--- src/rtl/ahb_bus_arbiter.sv ---
// Round-robin, burst-aware arbiter sharing the single AHB slave port of the
// AHB-to-APB bridge between N_MST masters, with separate address/data owners.
module ahb_bus_arbiter #(
    parameter int N_MST = 2,
    parameter int MW    = 1
) (
    input  logic                clock,
    input  logic                Hreset,
    input  logic [N_MST-1:0]    M_Hbusreq,
    output logic [N_MST-1:0]    M_Hgrant,
    input  logic [N_MST*32-1:0] M_Haddr,
    input  logic [N_MST*2-1:0]  M_Htrans,
    input  logic [N_MST-1:0]    M_Hwrite,
    input  logic [N_MST*3-1:0]  M_Hsize,
    input  logic [N_MST*3-1:0]  M_Hburst,
    input  logic [N_MST*32-1:0] M_Hwdata,
    output logic                M_Hready,
    output logic [31:0]         Haddr,
    output logic                Hwrite,
    output logic [2:0]          Hsize,
    output logic [2:0]          Hburst,
    output logic [1:0]          Htrans,
    output logic [31:0]         Hwdata,
    output logic                Hreadyin,
    input  logic                Hreadyout,
    input  logic [1:0]          Hresp,
    output logic [MW-1:0]       Hmaster,
    output logic [MW-1:0]       Hmaster_data
);

    localparam int AW = 32;
    localparam int TW = 2;
    localparam int CW = 3;

    localparam logic [1:0] TR_IDLE   = 2'b00;
    localparam logic [1:0] TR_BUSY   = 2'b01;
    localparam logic [1:0] TR_NONSEQ = 2'b10;
    localparam logic [1:0] TR_SEQ    = 2'b11;
    localparam logic [2:0] BR_INCR   = 3'b001;
    localparam logic [1:0] RESP_ERR  = 2'b01;

    logic [MW-1:0] addr_owner_r;
    logic [MW-1:0] data_owner_r;
    logic [MW-1:0] rr_ptr_r;
    logic [3:0]    burst_cnt_r;
    logic          in_incr_r;

    int            own_sel_s;
    int            dat_sel_s;
    logic [1:0]    own_trans_s;
    logic [2:0]    own_burst_s;
    logic          own_req_s;
    logic [3:0]    burst_cnt_nxt_s;
    logic          in_incr_nxt_s;
    logic          cnt_done_s;
    logic          rearb_ok_s;
    logic [MW-1:0] winner_s;
    logic [MW-1:0] cand_s;
    logic          found_s;
    logic          hit_s;

    // Remaining beats after the first one of a fixed-length burst; 0 otherwise.
    function automatic logic [3:0] burst_len_f(input logic [2:0] burst);
        logic [3:0] len;
        case (burst[2:1])
            2'b01:   len = 4'd3;
            2'b10:   len = 4'd7;
            2'b11:   len = 4'd15;
            default: len = 4'd0;
        endcase
        return len;
    endfunction

    function automatic logic [N_MST-1:0] onehot_f(input logic [MW-1:0] idx);
        logic [N_MST-1:0] v;
        for (int i = 0; i < N_MST; i++) begin
            v[i] = (idx == MW'(i));
        end
        return v;
    endfunction

    assign own_sel_s   = int'(addr_owner_r);
    assign dat_sel_s   = int'(data_owner_r);
    assign own_trans_s = M_Htrans[TW*own_sel_s +: TW];
    assign own_burst_s = M_Hburst[CW*own_sel_s +: CW];
    assign own_req_s   = M_Hbusreq[addr_owner_r];

    assign Haddr        = M_Haddr[AW*own_sel_s +: AW];
    assign Hwrite       = M_Hwrite[addr_owner_r];
    assign Hsize        = M_Hsize[CW*own_sel_s +: CW];
    assign Hburst       = own_burst_s;
    assign Htrans       = own_trans_s;
    assign Hwdata       = M_Hwdata[AW*dat_sel_s +: AW];
    assign M_Hready     = Hreadyout;
    assign Hreadyin     = Hreadyout;
    assign Hmaster      = addr_owner_r;
    assign Hmaster_data = data_owner_r;
    assign M_Hgrant     = onehot_f(addr_owner_r);

    // Burst bookkeeping: fixed-burst beat counter and undefined-INCR flag.
    always_comb begin
        burst_cnt_nxt_s = burst_cnt_r;
        in_incr_nxt_s   = in_incr_r;
        if (Hreadyout == 1'b0) begin
            if (Hresp == RESP_ERR) begin
                burst_cnt_nxt_s = 4'd0;
                in_incr_nxt_s   = 1'b0;
            end else begin
                burst_cnt_nxt_s = burst_cnt_r;
                in_incr_nxt_s   = in_incr_r;
            end
        end else begin
            case (own_trans_s)
                TR_NONSEQ: burst_cnt_nxt_s = burst_len_f(own_burst_s);
                TR_SEQ:    burst_cnt_nxt_s = (burst_cnt_r != 4'd0) ? (burst_cnt_r - 4'd1) : 4'd0;
                default:   burst_cnt_nxt_s = burst_cnt_r;
            endcase
            if ((own_trans_s != TR_IDLE) && (own_burst_s == BR_INCR)) begin
                in_incr_nxt_s = 1'b1;
            end else if ((own_trans_s == TR_IDLE) || (own_trans_s == TR_NONSEQ)) begin
                in_incr_nxt_s = 1'b0;
            end else begin
                in_incr_nxt_s = in_incr_r;
            end
        end
    end

    // The SEQ beat taking the counter from 1 to 0 already permits handover.
    assign cnt_done_s = (burst_cnt_r == 4'd0) ||
                        ((own_trans_s == TR_SEQ) && (burst_cnt_r == 4'd1));
    assign rearb_ok_s = Hreadyout && cnt_done_s && (own_trans_s != TR_BUSY) &&
                        !(in_incr_r && own_req_s);

    // Round-robin search starting after rr_ptr, rr_ptr itself last; park if none.
    always_comb begin
        winner_s = addr_owner_r;
        found_s  = 1'b0;
        cand_s   = {MW{1'b0}};
        hit_s    = 1'b0;
        for (int k = 1; k <= N_MST; k++) begin
            cand_s   = MW'((int'(rr_ptr_r) + k) % N_MST);
            hit_s    = !found_s && M_Hbusreq[cand_s];
            winner_s = hit_s ? cand_s : winner_s;
            found_s  = found_s | hit_s;
        end
    end

    // Burst state register; a reset abandons any burst in progress.
    always_ff @(posedge clock or posedge Hreset) begin
        if (Hreset) begin
            burst_cnt_r <= 4'd0;
            in_incr_r   <= 1'b0;
        end else begin
            burst_cnt_r <= burst_cnt_nxt_s;
            in_incr_r   <= in_incr_nxt_s;
        end
    end

    // Ownership registers: address owner, data-phase owner, round-robin pointer.
    always_ff @(posedge clock or posedge Hreset) begin
        if (Hreset) begin
            addr_owner_r <= {MW{1'b0}};
            data_owner_r <= {MW{1'b0}};
            rr_ptr_r     <= {MW{1'b0}};
        end else begin
            if (Hreadyout) begin
                data_owner_r <= addr_owner_r;
            end
            if (rearb_ok_s) begin
                addr_owner_r <= winner_s;
                if (winner_s != addr_owner_r) begin
                    rr_ptr_r <= winner_s;
                end
            end
        end
    end

endmodule

--- config.mk ---
export PLATFORM = sky130hd
export DESIGN_NAME = ahb_bus_arbiter
export DESIGN_NICKNAME = d
export VERILOG_FILES = /design/src/rtl/ahb_bus_arbiter.sv
export SDC_FILE = /design/constraint.sdc
export NUM_CORES = 1
export LEC_CHECK = 0
export ABC_CLOCK_PERIOD_IN_PS = 3400
export BUFFER_PORTS_ARGS = -buffer_cell sky130_fd_sc_hd__buf_2
export CORE_AREA = 2 2 89 91
export CTS_BUF_LIST = sky130_fd_sc_hd__clkbuf_4
export DETAILED_ROUTE_END_ITERATION = 10
export DIE_AREA = 0 0 91 93
export GPL_TIMING_DRIVEN = 0
export PLACE_DENSITY = 0.6
export SETUP_SLACK_MARGIN = 0.05
export SLEW_MARGIN = 5
export SYNTH_ARGS = -nofsm -noshare
export SYNTH_HDL_FRONTEND = slang
export SYNTH_SLANG_ARGS = --single-unit
export TNS_END_PERCENT = 30
--- constraint.sdc ---
create_clock -name clock -period 3.4 [get_ports clock]
set_input_delay 0.68 -clock clock [delete_from_list [all_inputs] [get_ports clock]]
set_output_delay 0.68 -clock clock [all_outputs]
set_load 0.005 [all_outputs]
==> impl_metrics.tcl <==
set metrics [dict create \
    reg2reg_slack_ns 1.68 \
    cts_made_buffers 3 \
    final_core_utilization_pct 36.07 \
    maxSlewHeadroom_pct 74.28 \
    nets 528 \
    drtIter0Drc 28 \
    syn_to_final_growth_pct 92.04 \
    final.min_clock_period_ns 2.629 \
    drtPass1Iterations 4 \
    cts_hold_buf 0 \
    crit_buf_inv 4 \
    grt_pass1_wl_um 9032 \
    num_rows 32 \
    grt_max_degree 11 \
    initial_utilization_pct 18.78 \
    critPathMaxFanout 10 \
    tightest_slew_ns 0.3751 \
    period_share_pct 77.31 \
    postLayoutCellArea_um2 2715 \
    clockBufferDepth 2 \
    core_region_area_um2 7527 \
    cts_tree "built" \
    die_w_um 91 \
    cts-root-buf "clkbuf_4" \
    p_leak_nw 1.474 \
    p_total_mw 1.461 \
    netlist_area_um2 1414 \
    clock-skew-final_ns 0.002145 \
    clk_latency_ns 0.25 \
    crit_top_cell "buf_2" \
    fillCellCount 848 \
    dpl.cell_count 472 \
    cp.required_ns 2.72 \
    crit_path_cell_trace "buf_6 > buf_2 > buf_4 > mux2_2 > buf_2" \
    crit_family "buffers and inverters" \
    crit_path_start_kind "flop" \
    slew_violations 0 \
    vias_per_cell 4.171 \
    ys_types 36 \
    fmax_mhz 380.4 \
    port_buffers 230 \
    synth-seq-area-share_pct 14.16 \
    fp.dieH_um 93 \
    post_dp_cell_area_um2 2693 \
    grt_pass1_vias 1936 \
    whs_ns 0.3610 \
    grt-ovfl-total 0 \
    slowest_stage "dfrtp_1" \
    cts.sinks 8 \
    rr_worst_depth 5 \
    rsz0062_at_grt "no" \
    wirelength_um 6079 \
    powerDensity_nw_per_um2 538.2 \
    fin_tns_setup_ns 0 \
    ctsResizeCount 0 \
    drc_errors 0 \
    end_kind "primary output" \
    final_cells 475 \
    max_stage_delay_ns 0.53 \
    clk_pin_slew_ns 0.06 \
    setup_viol 0 \
    netlist_instances 140 \
    dp_hpwl_um 5390 \
    peakVddDrop_mv 0.1716 \
    post-place-ws_ns 1.005 \
    antenna_found_initial 0 \
    timing.rr.start "Hmaster$_DFFE_PP0P_" \
    status "completed" \
    drtAntennaViolNets 0 \
    drive_gt1_share_pct 86.33 \
    place_congestion 0.7481 \
    max-cap-violations 0 \
    antenna_cells 0 \
    io_pins 232 \
    crit_type "reg -> out" \
    hold_viol 0 \
    cts_setup_buffers 0 \
    synthesis.nets 293 \
    setup_ws_ns 0.7713 \
    arrival_ns 1.95 \
    htree_levels 1 \
    syn_area_per_cell_um2 10.10 \
    min_path_type "in -> async" \
    worstReg2RegEnd "Hmaster$_DFFE_PP0P_" \
    dieArea_um2 8463 \
    synth_warnings 0 \
    grt_usage_pct 12.84 \
    path_depth 5 \
    vias 1981 \
    yosys_register_bits 8 \
    wl_per_cell_um 12.80 \
]
flip-flops by register name (all words and copies together) (netlist names):
| name | flops |
|---|---|
| burst_cnt_r | 4 |
| Hmaster_data | 1 |
| Hmaster | 1 |
| rr_ptr_r | 1 |
| in_incr_r | 1 |
worst max path at each step:
stage / startpoint / to / slack, ns
3_3_place_gp: Hmaster$_DFFE_PP0P_ / Haddr[13] / 1.06
4_1_cts: Hmaster$_DFFE_PP0P_ / Haddr[13] / 0.72
5_1_grt: Hmaster$_DFFE_PP0P_ / Haddr[13] / 0.64
2_1_floorplan: Hmaster$_DFFE_PP0P_ / Haddr[11] / 1.39
3_5_place_dp: Hmaster$_DFFE_PP0P_ / Haddr[13] / 1.01
6_report: Hmaster$_DFFE_PP0P_ / Haddr[13] / 0.77
Yosys cell counts:
master     number  area [um^2]
o21ai_0         3        15.01
nor2_1          1        3.750
mux2_1          1        11.26
dfrtp_1         8        200.2
buf_2           7        35.03
a32o_1          1        10.01
o211ai_2        1        12.51
o2bb2ai_1       1        8.760
buf_4           4        30.03
or3_1           3        18.77
nand4_1         1        6.260
and2_1          2        12.51
o32ai_1         1        8.760
nand3b_1        1        7.510
and3_1          1        6.260
a22o_1          1        8.760
a31oi_1         1        6.260
o31ai_4         1        21.27
o2111ai_1       1        8.760
a41o_1          1        10.01
mux2_2         73        822.0
a21oi_1         2        10.01
nor3_1          1        5.000
a22oi_1         1        7.510
a221oi_1        1        8.760
inv_4           1        6.260
a221o_1         2        20.02
mux2i_1         1        10.01
inv_2           1        3.750
a2bb2oi_1       1        8.760
nand2_1         7        26.28
buf_6           1        11.26
nand3_1         1        5.000
a41oi_1         1        8.760
clkbuf_1        1        3.750
inv_1           4        15.01
layer usage:
metal / track usage, % / vias to the layer above / part of all wire (%)
li1: - / 1001 / -
met1: 17.22 / 898 / 43
met2: 21.79 / 80 / 50
met3: 3.465 / 2 / 7.3
met4: 0.5051 / 0 / 0.033
met5: 0 / - / 0
kinds of logic (layout without fill, tap and decap cells):
family                 after synthesis  after routing  share of synthesized area (%)
multiplexers                        75             75                          59.65
AND/OR/NAND/NOR                     18             18                          6.460
buffers and inverters               19            252                          7.433
flip-flops                           8              8                          14.16
AO/OA/AOI/OAI                       20             20                          12.30
power breakdown:
part / internal, mW / switching, mW / leakage [nW]
registers: 0.138 / 0.0498 / 0.101
logic: 0.696 / 0.506 / 1.36
clock network: 0.0404 / 0.0316 / 0.0138
cells in the final DEF, fill, tap and decap left out, drive strengths merged, types with 2 or more instances in the layout:
cell type,instances
buf,242
mux2,74
dfrtp,8
nand2,7
inv,6
clkbuf,4
or3,3
o21ai,3
and2,2
a21oi,2
a221o,2
worst register-to-register path: cells and delay by family (launching register included):
family / cells / cell delay (ns)
flip-flops: 1 / 0.53
AO/OA/AOI/OAI: 2 / 0.44
multiplexers: 1 / 0.42
AND/OR/NAND/NOR: 1 / 0.13
buffers and inverters: 1 / 0.09
area by class of cell:
cell class	instances	area, um^2	area share, %
Inverter	6	25.02	0.9217
Sequential cell	8	200.2	7.373
Tap cell	102	127.6	4.700
Clock buffer	3	22.52	0.8295
Multi-Input combinational cell	113	1109	40.83
Buffer	13	80.08	2.949
Timing Repair Buffer	230	1151	42.40
No activity file was read; power rests on OpenSTA's default activity.
